$ cat config.mk
export PLATFORM = sky130hd
export DESIGN_NAME = ixu_mc_unit
export DESIGN_NICKNAME = d
export VERILOG_FILES = /design/src/rtl/ixu_mc_unit.sv
export SDC_FILE = /design/constraint.sdc
export NUM_CORES = 2
export LEC_CHECK = 0
export ABC_AREA = 1
export BUFFER_PORTS_ARGS = -buffer_cell sky130_fd_sc_hd__buf_2
export CAP_MARGIN = 30
export CELL_PAD_IN_SITES_DETAIL_PLACEMENT = 2
export CELL_PAD_IN_SITES_GLOBAL_PLACEMENT = 2
export CORE_UTILIZATION = 43
export CTS_BUF_LIST = sky130_fd_sc_hd__clkbuf_4 sky130_fd_sc_hd__clkbuf_8
export CTS_CLUSTER_SIZE = 28
export DETAILED_ROUTE_END_ITERATION = 10
export PLACE_DENSITY_LB_ADDON = 0.1
export SYNTH_ARGS = -nofsm -noshare
export SYNTH_HDL_FRONTEND = slang
export SYNTH_SLANG_ARGS = --single-unit
export TNS_END_PERCENT = 50
$ cat constraint.sdc
create_clock -name core_clock_i -period 15.55 [get_ports core_clock_i]
set_clock_uncertainty 0.15 [all_clocks]
set_input_delay 0 -clock core_clock_i [delete_from_list [all_inputs] [get_ports core_clock_i]]
set_output_delay 0 -clock core_clock_i [all_outputs]
set_load 0.05 [all_outputs]
$ cat src/rtl/ixu_mc_unit.sv
// ixu_mc_unit: multi-cycle RV32M multiply/divide unit on the scheduler's ixu_mc issue port.
// Define IXU_MC_DIV_EN to build the divider; without it, div ops complete with cmpl_exc_o set.
module ixu_mc_unit (
  input  logic        core_clock_i,
  input  logic        core_reset_i,
  input  logic        core_flush_i,
  input  logic        ixu_mc_vld_i,
  input  logic [17:0] ixu_mc_data_i,
  input  logic [2:0]  ixu_mc_op_i,
  input  logic [5:0]  ixu_mc_prd_i,
  output logic        ixu_mc_busy_o,
  output logic [5:0]  rf_rs1_o,
  output logic [5:0]  rf_rs2_o,
  input  logic [31:0] rf_rs1_data_i,
  input  logic [31:0] rf_rs2_data_i,
  output logic        wb_vld_o,
  output logic [5:0]  wb_prd_o,
  output logic [31:0] wb_data_o,
  output logic        wk_vld_o,
  output logic [5:0]  wk_o,
  output logic        cmpl_vld_o,
  output logic [5:0]  cmpl_rob_o,
  output logic        cmpl_exc_o
);

  localparam int unsigned XLEN  = 32;
  localparam int unsigned TAG_W = 6;
  localparam int unsigned PROD_W = 2 * XLEN;

  typedef enum logic [2:0] {
    ST_IDLE,
    ST_RD,
    ST_MUL1,
    ST_MUL2,
`ifdef IXU_MC_DIV_EN
    ST_DIV,
    ST_FIX,
`endif
    ST_DONE
  } state_e;

  state_e                     state_q;
  logic [2:0]                 op_q;
  logic [TAG_W-1:0]           rs1_q;
  logic [TAG_W-1:0]           rs2_q;
  logic [TAG_W-1:0]           prd_q;
  logic [TAG_W-1:0]           rob_q;
  logic signed [XLEN:0]       a_q;
  logic signed [XLEN:0]       b_q;
  logic [PROD_W-1:0]          prod_q;
  logic [XLEN-1:0]            res_q;
  logic                       wb_en_q;
  logic                       exc_q;

  // Operand signedness: mul ops by MULH/MULHSU/MULHU encoding, div ops by the U bit
  logic a_sgn_d;
  logic b_sgn_d;
  assign a_sgn_d = op_q[2] ? !op_q[0] : !(op_q[1] & op_q[0]);
  assign b_sgn_d = op_q[2] ? !op_q[0] : !op_q[1];

  logic signed [PROD_W-1:0] a_ext_d;
  logic signed [PROD_W-1:0] b_ext_d;
  logic signed [PROD_W-1:0] prod_d;
  assign a_ext_d = PROD_W'(a_q);
  assign b_ext_d = PROD_W'(b_q);
  assign prod_d  = a_ext_d * b_ext_d;

`ifdef IXU_MC_DIV_EN
  logic [XLEN-1:0] quo_q;
  logic [XLEN-1:0] rem_q;
  logic [XLEN-1:0] dvs_q;
  logic [4:0]      cnt_q;
  logic            neg_quo_q;
  logic            neg_rem_q;

  logic [XLEN-1:0] rs1_mag_d;
  logic [XLEN-1:0] rs2_mag_d;
  logic            div_zero_d;
  logic            div_ovf_d;
  logic [XLEN:0]   rem_sh_d;
  logic [XLEN:0]   diff_d;
  logic [XLEN-1:0] quo_fix_d;
  logic [XLEN-1:0] rem_fix_d;

  assign rs1_mag_d  = (a_sgn_d && rf_rs1_data_i[XLEN-1]) ? -rf_rs1_data_i : rf_rs1_data_i;
  assign rs2_mag_d  = (b_sgn_d && rf_rs2_data_i[XLEN-1]) ? -rf_rs2_data_i : rf_rs2_data_i;
  assign div_zero_d = (rf_rs2_data_i == '0);
  assign div_ovf_d  = !op_q[0] && (rf_rs1_data_i == 32'h8000_0000) &&
                      (rf_rs2_data_i == 32'hFFFF_FFFF);

  // One restoring step: shift in next dividend bit, subtract divisor if it fits
  assign rem_sh_d  = {rem_q, quo_q[XLEN-1]};
  assign diff_d    = rem_sh_d - {1'b0, dvs_q};
  assign quo_fix_d = neg_quo_q ? -quo_q : quo_q;
  assign rem_fix_d = neg_rem_q ? -rem_q : rem_q;
`endif

  always_ff @(posedge core_clock_i or posedge core_reset_i) begin
    if (core_reset_i) begin
      state_q   <= ST_IDLE;
      op_q      <= '0;
      rs1_q     <= '0;
      rs2_q     <= '0;
      prd_q     <= '0;
      rob_q     <= '0;
      a_q       <= '0;
      b_q       <= '0;
      prod_q    <= '0;
      res_q     <= '0;
      wb_en_q   <= 1'b0;
      exc_q     <= 1'b0;
`ifdef IXU_MC_DIV_EN
      quo_q     <= '0;
      rem_q     <= '0;
      dvs_q     <= '0;
      cnt_q     <= '0;
      neg_quo_q <= 1'b0;
      neg_rem_q <= 1'b0;
`endif
    end else if (core_flush_i) begin
      state_q <= ST_IDLE;
    end else begin
      case (state_q)
        ST_IDLE: begin
          if (ixu_mc_vld_i) begin
            op_q    <= ixu_mc_op_i;
            rs2_q   <= ixu_mc_data_i[17:12];
            rs1_q   <= ixu_mc_data_i[11:6];
            rob_q   <= ixu_mc_data_i[5:0];
            prd_q   <= ixu_mc_prd_i;
            wb_en_q <= 1'b1;
            exc_q   <= 1'b0;
            state_q <= ST_RD;
          end
        end
        ST_RD: begin
          a_q <= {a_sgn_d & rf_rs1_data_i[XLEN-1], rf_rs1_data_i};
          b_q <= {b_sgn_d & rf_rs2_data_i[XLEN-1], rf_rs2_data_i};
          if (!op_q[2]) begin
            state_q <= ST_MUL1;
          end else begin
`ifdef IXU_MC_DIV_EN
            if (div_zero_d) begin
              res_q   <= op_q[1] ? rf_rs1_data_i : 32'hFFFF_FFFF;
              state_q <= ST_DONE;
            end else if (div_ovf_d) begin
              res_q   <= op_q[1] ? 32'h0000_0000 : 32'h8000_0000;
              state_q <= ST_DONE;
            end else begin
              quo_q     <= rs1_mag_d;
              dvs_q     <= rs2_mag_d;
              rem_q     <= '0;
              cnt_q     <= '0;
              neg_quo_q <= a_sgn_d & (rf_rs1_data_i[XLEN-1] ^ rf_rs2_data_i[XLEN-1]);
              neg_rem_q <= a_sgn_d & rf_rs1_data_i[XLEN-1];
              state_q   <= ST_DIV;
            end
`else
            // No divider: release dependents and raise illegal-instruction
            res_q   <= '0;
            wb_en_q <= 1'b0;
            exc_q   <= 1'b1;
            state_q <= ST_DONE;
`endif
          end
        end
        ST_MUL1: begin
          prod_q  <= prod_d;
          state_q <= ST_MUL2;
        end
        ST_MUL2: begin
          res_q   <= (op_q[1:0] == 2'b00) ? prod_q[XLEN-1:0] : prod_q[PROD_W-1:XLEN];
          state_q <= ST_DONE;
        end
`ifdef IXU_MC_DIV_EN
        ST_DIV: begin
          quo_q <= {quo_q[XLEN-2:0], !diff_d[XLEN]};
          rem_q <= diff_d[XLEN] ? rem_sh_d[XLEN-1:0] : diff_d[XLEN-1:0];
          cnt_q <= cnt_q + 5'd1;
          if (cnt_q == 5'd31) begin
            state_q <= ST_FIX;
          end
        end
        ST_FIX: begin
          res_q   <= op_q[1] ? rem_fix_d : quo_fix_d;
          state_q <= ST_DONE;
        end
`endif
        ST_DONE: begin
          state_q <= ST_IDLE;
        end
        default: begin
          state_q <= ST_IDLE;
        end
      endcase
    end
  end

  // Scheduler samples busy before selecting; an issue during DONE lands in IDLE
  assign ixu_mc_busy_o = ixu_mc_vld_i | ((state_q != ST_IDLE) && (state_q != ST_DONE));
  assign rf_rs1_o      = (state_q == ST_IDLE) ? ixu_mc_data_i[11:6]  : rs1_q;
  assign rf_rs2_o      = (state_q == ST_IDLE) ? ixu_mc_data_i[17:12] : rs2_q;

  logic done_c;
  assign done_c     = (state_q == ST_DONE) && !core_flush_i;
  assign wb_vld_o   = done_c & wb_en_q;
  assign wk_vld_o   = done_c;
  assign cmpl_vld_o = done_c;
  assign wb_data_o  = res_q;
  assign wb_prd_o   = prd_q;
  assign wk_o       = prd_q;
  assign cmpl_rob_o = rob_q;
  assign cmpl_exc_o = exc_q;

endmodule

==> metrics.csv <==
metric,value,unit
status,finished clean,
synth_top_cells_by_area,"sky130_fd_sc_hd__fa_1, sky130_fd_sc_hd__inv_1, sky130_fd_sc_hd__nand2_1",
floorplan.core_area,111400,sq um
fin_nets,7714,
final-hold-violation-count,0,
critical-path-top-cell-by-count,sky130_fd_sc_hd__fa_1,
fp.dieW,338.2,um
start_util,0.4362,
unrepaired_setup_endpoints_after_global_routing,false,
antenna_found_initial,8,
end_kind,flip-flop,
yosys.cell_types.count,48,
synth-edff-count,0,
critical_path.max_stage_delay,1110,ps
drt_pass1_iterations,7,
final_period_minus_worst_setup_slack,9446,ps
htree_levels,4,
clock_pin_slew_on_the_worst_setup_and_hold_paths,170,ps
clk_latency,690,ps
area_enclosed_by_the_die_boundary,114400,sq um
fmaxAchievable,105.9,MHz
drive_gt1_frac,0.05909,
buffer_ports.inserted,161,
maxCapViolations,0,
first_global_vias,51340,
globalRoute.busiestLayer,met2,
cp_data_required_time,15950,ps
cts_tree,yes,
dpl-instance-area,50680,sq um
place_congestion,0.9121,
synth.yosys.warnings,0,
post-synth-top-count-cell,sky130_fd_sc_hd__inv_1,
ys_top_cells_by_count,"sky130_fd_sc_hd__inv_1, sky130_fd_sc_hd__nand2_1, sky130_fd_sc_hd__fa_1, sky130_fd_sc_hd__clkbuf_1, sky130_fd_sc_hd__ha_1",
critical-path-top-delay-family,adder cells,
post_synth_inst_count,6143,
postSynthRegisterBits,194,
reg2reg_setup_slack,6100,ps
detailedRoute.firstIterationViolations,2271,
ioPinCount,162,
totalNegativeSetupSlack,0,ps
first_pass_grt_wire_length,320200,um
final-setup-viol-count,0,
numClockSinks,194,
total_setup_buffers_inserted_after_cts,0,
hold_class,input pin to flip-flop,
num_rows,122,
met2_usage,0.6846,
timing.critical_path.from_type,flip-flop,
syn_avg_cell_area,7.913,sq um
hpwlAfterDp,155200,um
syn-num-nets,7575,
clk_root_buffer_cell,sky130_fd_sc_hd__clkbuf_8,
synth_area,48610,sq um
cell_accounting_for_the_most_synthesized_area,sky130_fd_sc_hd__fa_1,
overall_fraction_of_global_route_tracks_in_use,0.3767,
cp.arrival,9850,ps
grt.met1_usage,0.4254,
post-route-period-util,0.6075,
layout.cell_area.non_filler,53110,sq um
critical_path_class,flip-flop to flip-flop,
postLayoutCoreUtil,0.4766,
die_h,338.2,um
critical_path_peak_fanout,22,
cts_made_buffers,17,
timing_max_transition_violations_final,0,
worst_pin_slew,947.3,ps
filler_cell_count,12730,
critPathSlowestCell,sky130_fd_sc_hd__fa_1,
critical_path.n_buffers_inverters,8,
met3_track_utilization_from_global_routing,0.04711,
synth_ff_type,sky130_fd_sc_hd__dfrtp_1,
detail_route.vias_per_cell,5.345,
routed_wire_length_per_instance,26.79,um
drc,0,
yosysSeqAreaShare,0.09987,
relative_area_change_from_synthesis_to_final_layout,9.248,%
slew-limit-headroom,0.3685,
synth_top_area_share,0.4633,
clockBufferDepth,2,
drtAntennaViolNets,0,
routed-via-count,41610,
grt_overflow,0,
grt_start_max_net_pins,130,
detail_route.wirelength,208600,um
async_flop_share,1.000,
==> tightest hold or removal path: cells and delay by family <==
kind                   cells  cell delay, ps
buffers and inverters      2             650
and+or+nand+nor            2             240
==> cells in the final DEF, fill, tap and decap left out, types with 3 or more instances in the layout <==
master                          synthesis  final
sky130_fd_sc_hd__nand2_4                3      3
sky130_fd_sc_hd__a21oi_1               78     78
sky130_fd_sc_hd__dfrtp_2                0      7
sky130_fd_sc_hd__fa_1                1125   1125
sky130_fd_sc_hd__nand3b_1               5      5
sky130_fd_sc_hd__inv_8                  0      4
sky130_fd_sc_hd__inv_1               1836   1835
sky130_fd_sc_hd__o21ai_0              144    143
sky130_fd_sc_hd__nand3_2                9      9
sky130_fd_sc_hd__inv_6                  0      3
sky130_fd_sc_hd__ha_1                 212    212
sky130_fd_sc_hd__nand2_1             1716   1716
sky130_fd_sc_hd__a21boi_0               3      3
sky130_fd_sc_hd__nand2_2               15     15
sky130_fd_sc_hd__nand4_1               20     20
sky130_fd_sc_hd__xor2_1                15     15
sky130_fd_sc_hd__or2_2                  8      8
sky130_fd_sc_hd__o41ai_1                5      5
sky130_fd_sc_hd__nor2_2                17     17
sky130_fd_sc_hd__clkbuf_8               0     17
sky130_fd_sc_hd__nor2_1               175    173
sky130_fd_sc_hd__o211ai_1               7      7
sky130_fd_sc_hd__buf_4                  7     80
sky130_fd_sc_hd__a21oi_2                9      9
sky130_fd_sc_hd__nor3_1                11     11
sky130_fd_sc_hd__nand3_1              107    107
sky130_fd_sc_hd__dlygate4sd3_1          0    200
sky130_fd_sc_hd__clkinv_8               0      4
sky130_fd_sc_hd__o21ai_1               22     22
sky130_fd_sc_hd__o2111ai_1             20     20
sky130_fd_sc_hd__dfrtp_1              194    187
sky130_fd_sc_hd__buf_2                 17    161
sky130_fd_sc_hd__xnor2_1               13     13
sky130_fd_sc_hd__nor2_4                 3      5
sky130_fd_sc_hd__inv_2                 15     15
sky130_fd_sc_hd__o21bai_1              12     12
==> cell families (layout without fill, tap and decap cells) <==
logic type | count (synthesis) | count (layout) | share of synthesized area
AOI/OAI and AO/OA | 309 | 309 | 0.03619
buffers and inverters | 2175 | 2327 | 0.1689
DFF | 194 | 194 | 0.09987
xor gates and xnor gates | 28 | 28 | 0.005045
adders and majority gates | 1337 | 1337 | 0.5179
and+or+nand+nor | 2100 | 2100 | 0.1721
other | 0 | 2 | 0
==> repair_timing <==
| action | in CTS | in global routing |
|---|---|---|
| hold buffers | 200 | 0 |
| endpoints found under the hold margin | 272 | 0 |
| resized for setup | 0 | 0 |
==> layer usage <==
metal	routed length, um	part of all wire
met1	78040	0.37
met5	42	0.00020
met4	12840	0.062
met2	109600	0.53
met3	8032	0.039
==> registers in the layout (all words and copies together), names as in the netlist <==
| register | flops |
|---|---|
| wb_en_q | 1 |
| state_q | 3 |
| wb_data_o | 32 |
| wb_prd_o | 6 |
| a_q | 33 |
| op_q | 3 |
| cmpl_exc_o | 1 |
| cmpl_rob_o | 6 |
| rs2_q | 6 |
| prod_q | 64 |
| rs1_q | 6 |
| b_q | 33 |
==> through the flow <==
stage               worst slack (ps)  hold slack [ps]  instances
floorplan                       7885           -33.31       6143
global placement                6628           -15.83       7550
finish                          6104            96.11       7785
detailed placement              6445           -12.99       7551
CTS                             6357            4.177       7783
global route                    5819            90.15       7785
==> layout make-up <==
| class | instances | area (sq um) | area share |
|---|---|---|---|
| well taps | 1488 | 1862 | 0.03506 |
| clock inverters | 14 | 173.9 | 0.003275 |
| clock buffers | 18 | 241.5 | 0.004547 |
| repair buffers | 442 | 3428 | 0.06455 |
| flip-flops and latches | 194 | 4863 | 0.09158 |
| diodes | 2 | 5.005 | 0.00009424 |
| multi-input cells | 3774 | 35570 | 0.6698 |
| inverters | 1853 | 6963 | 0.1311 |
==> worst paths after layout <==
check,to,start,cells past startpoint
min in group asynchronous,a_q[0],core_reset_i,4
hold reg to reg,a_q[22],a_q[22],2
setup reg to reg,prod_q[58],b_q[2],28
hold / removal,b_q[10],rf_rs2_data_i[10],4
max in group asynchronous,b_q[25],core_reset_i,5
setup / recovery,prod_q[58],b_q[2],28
Power is left out: the tool's default activity adds up to more than one toggle a clock period on the data nets, which glitch-free logic cannot reach.
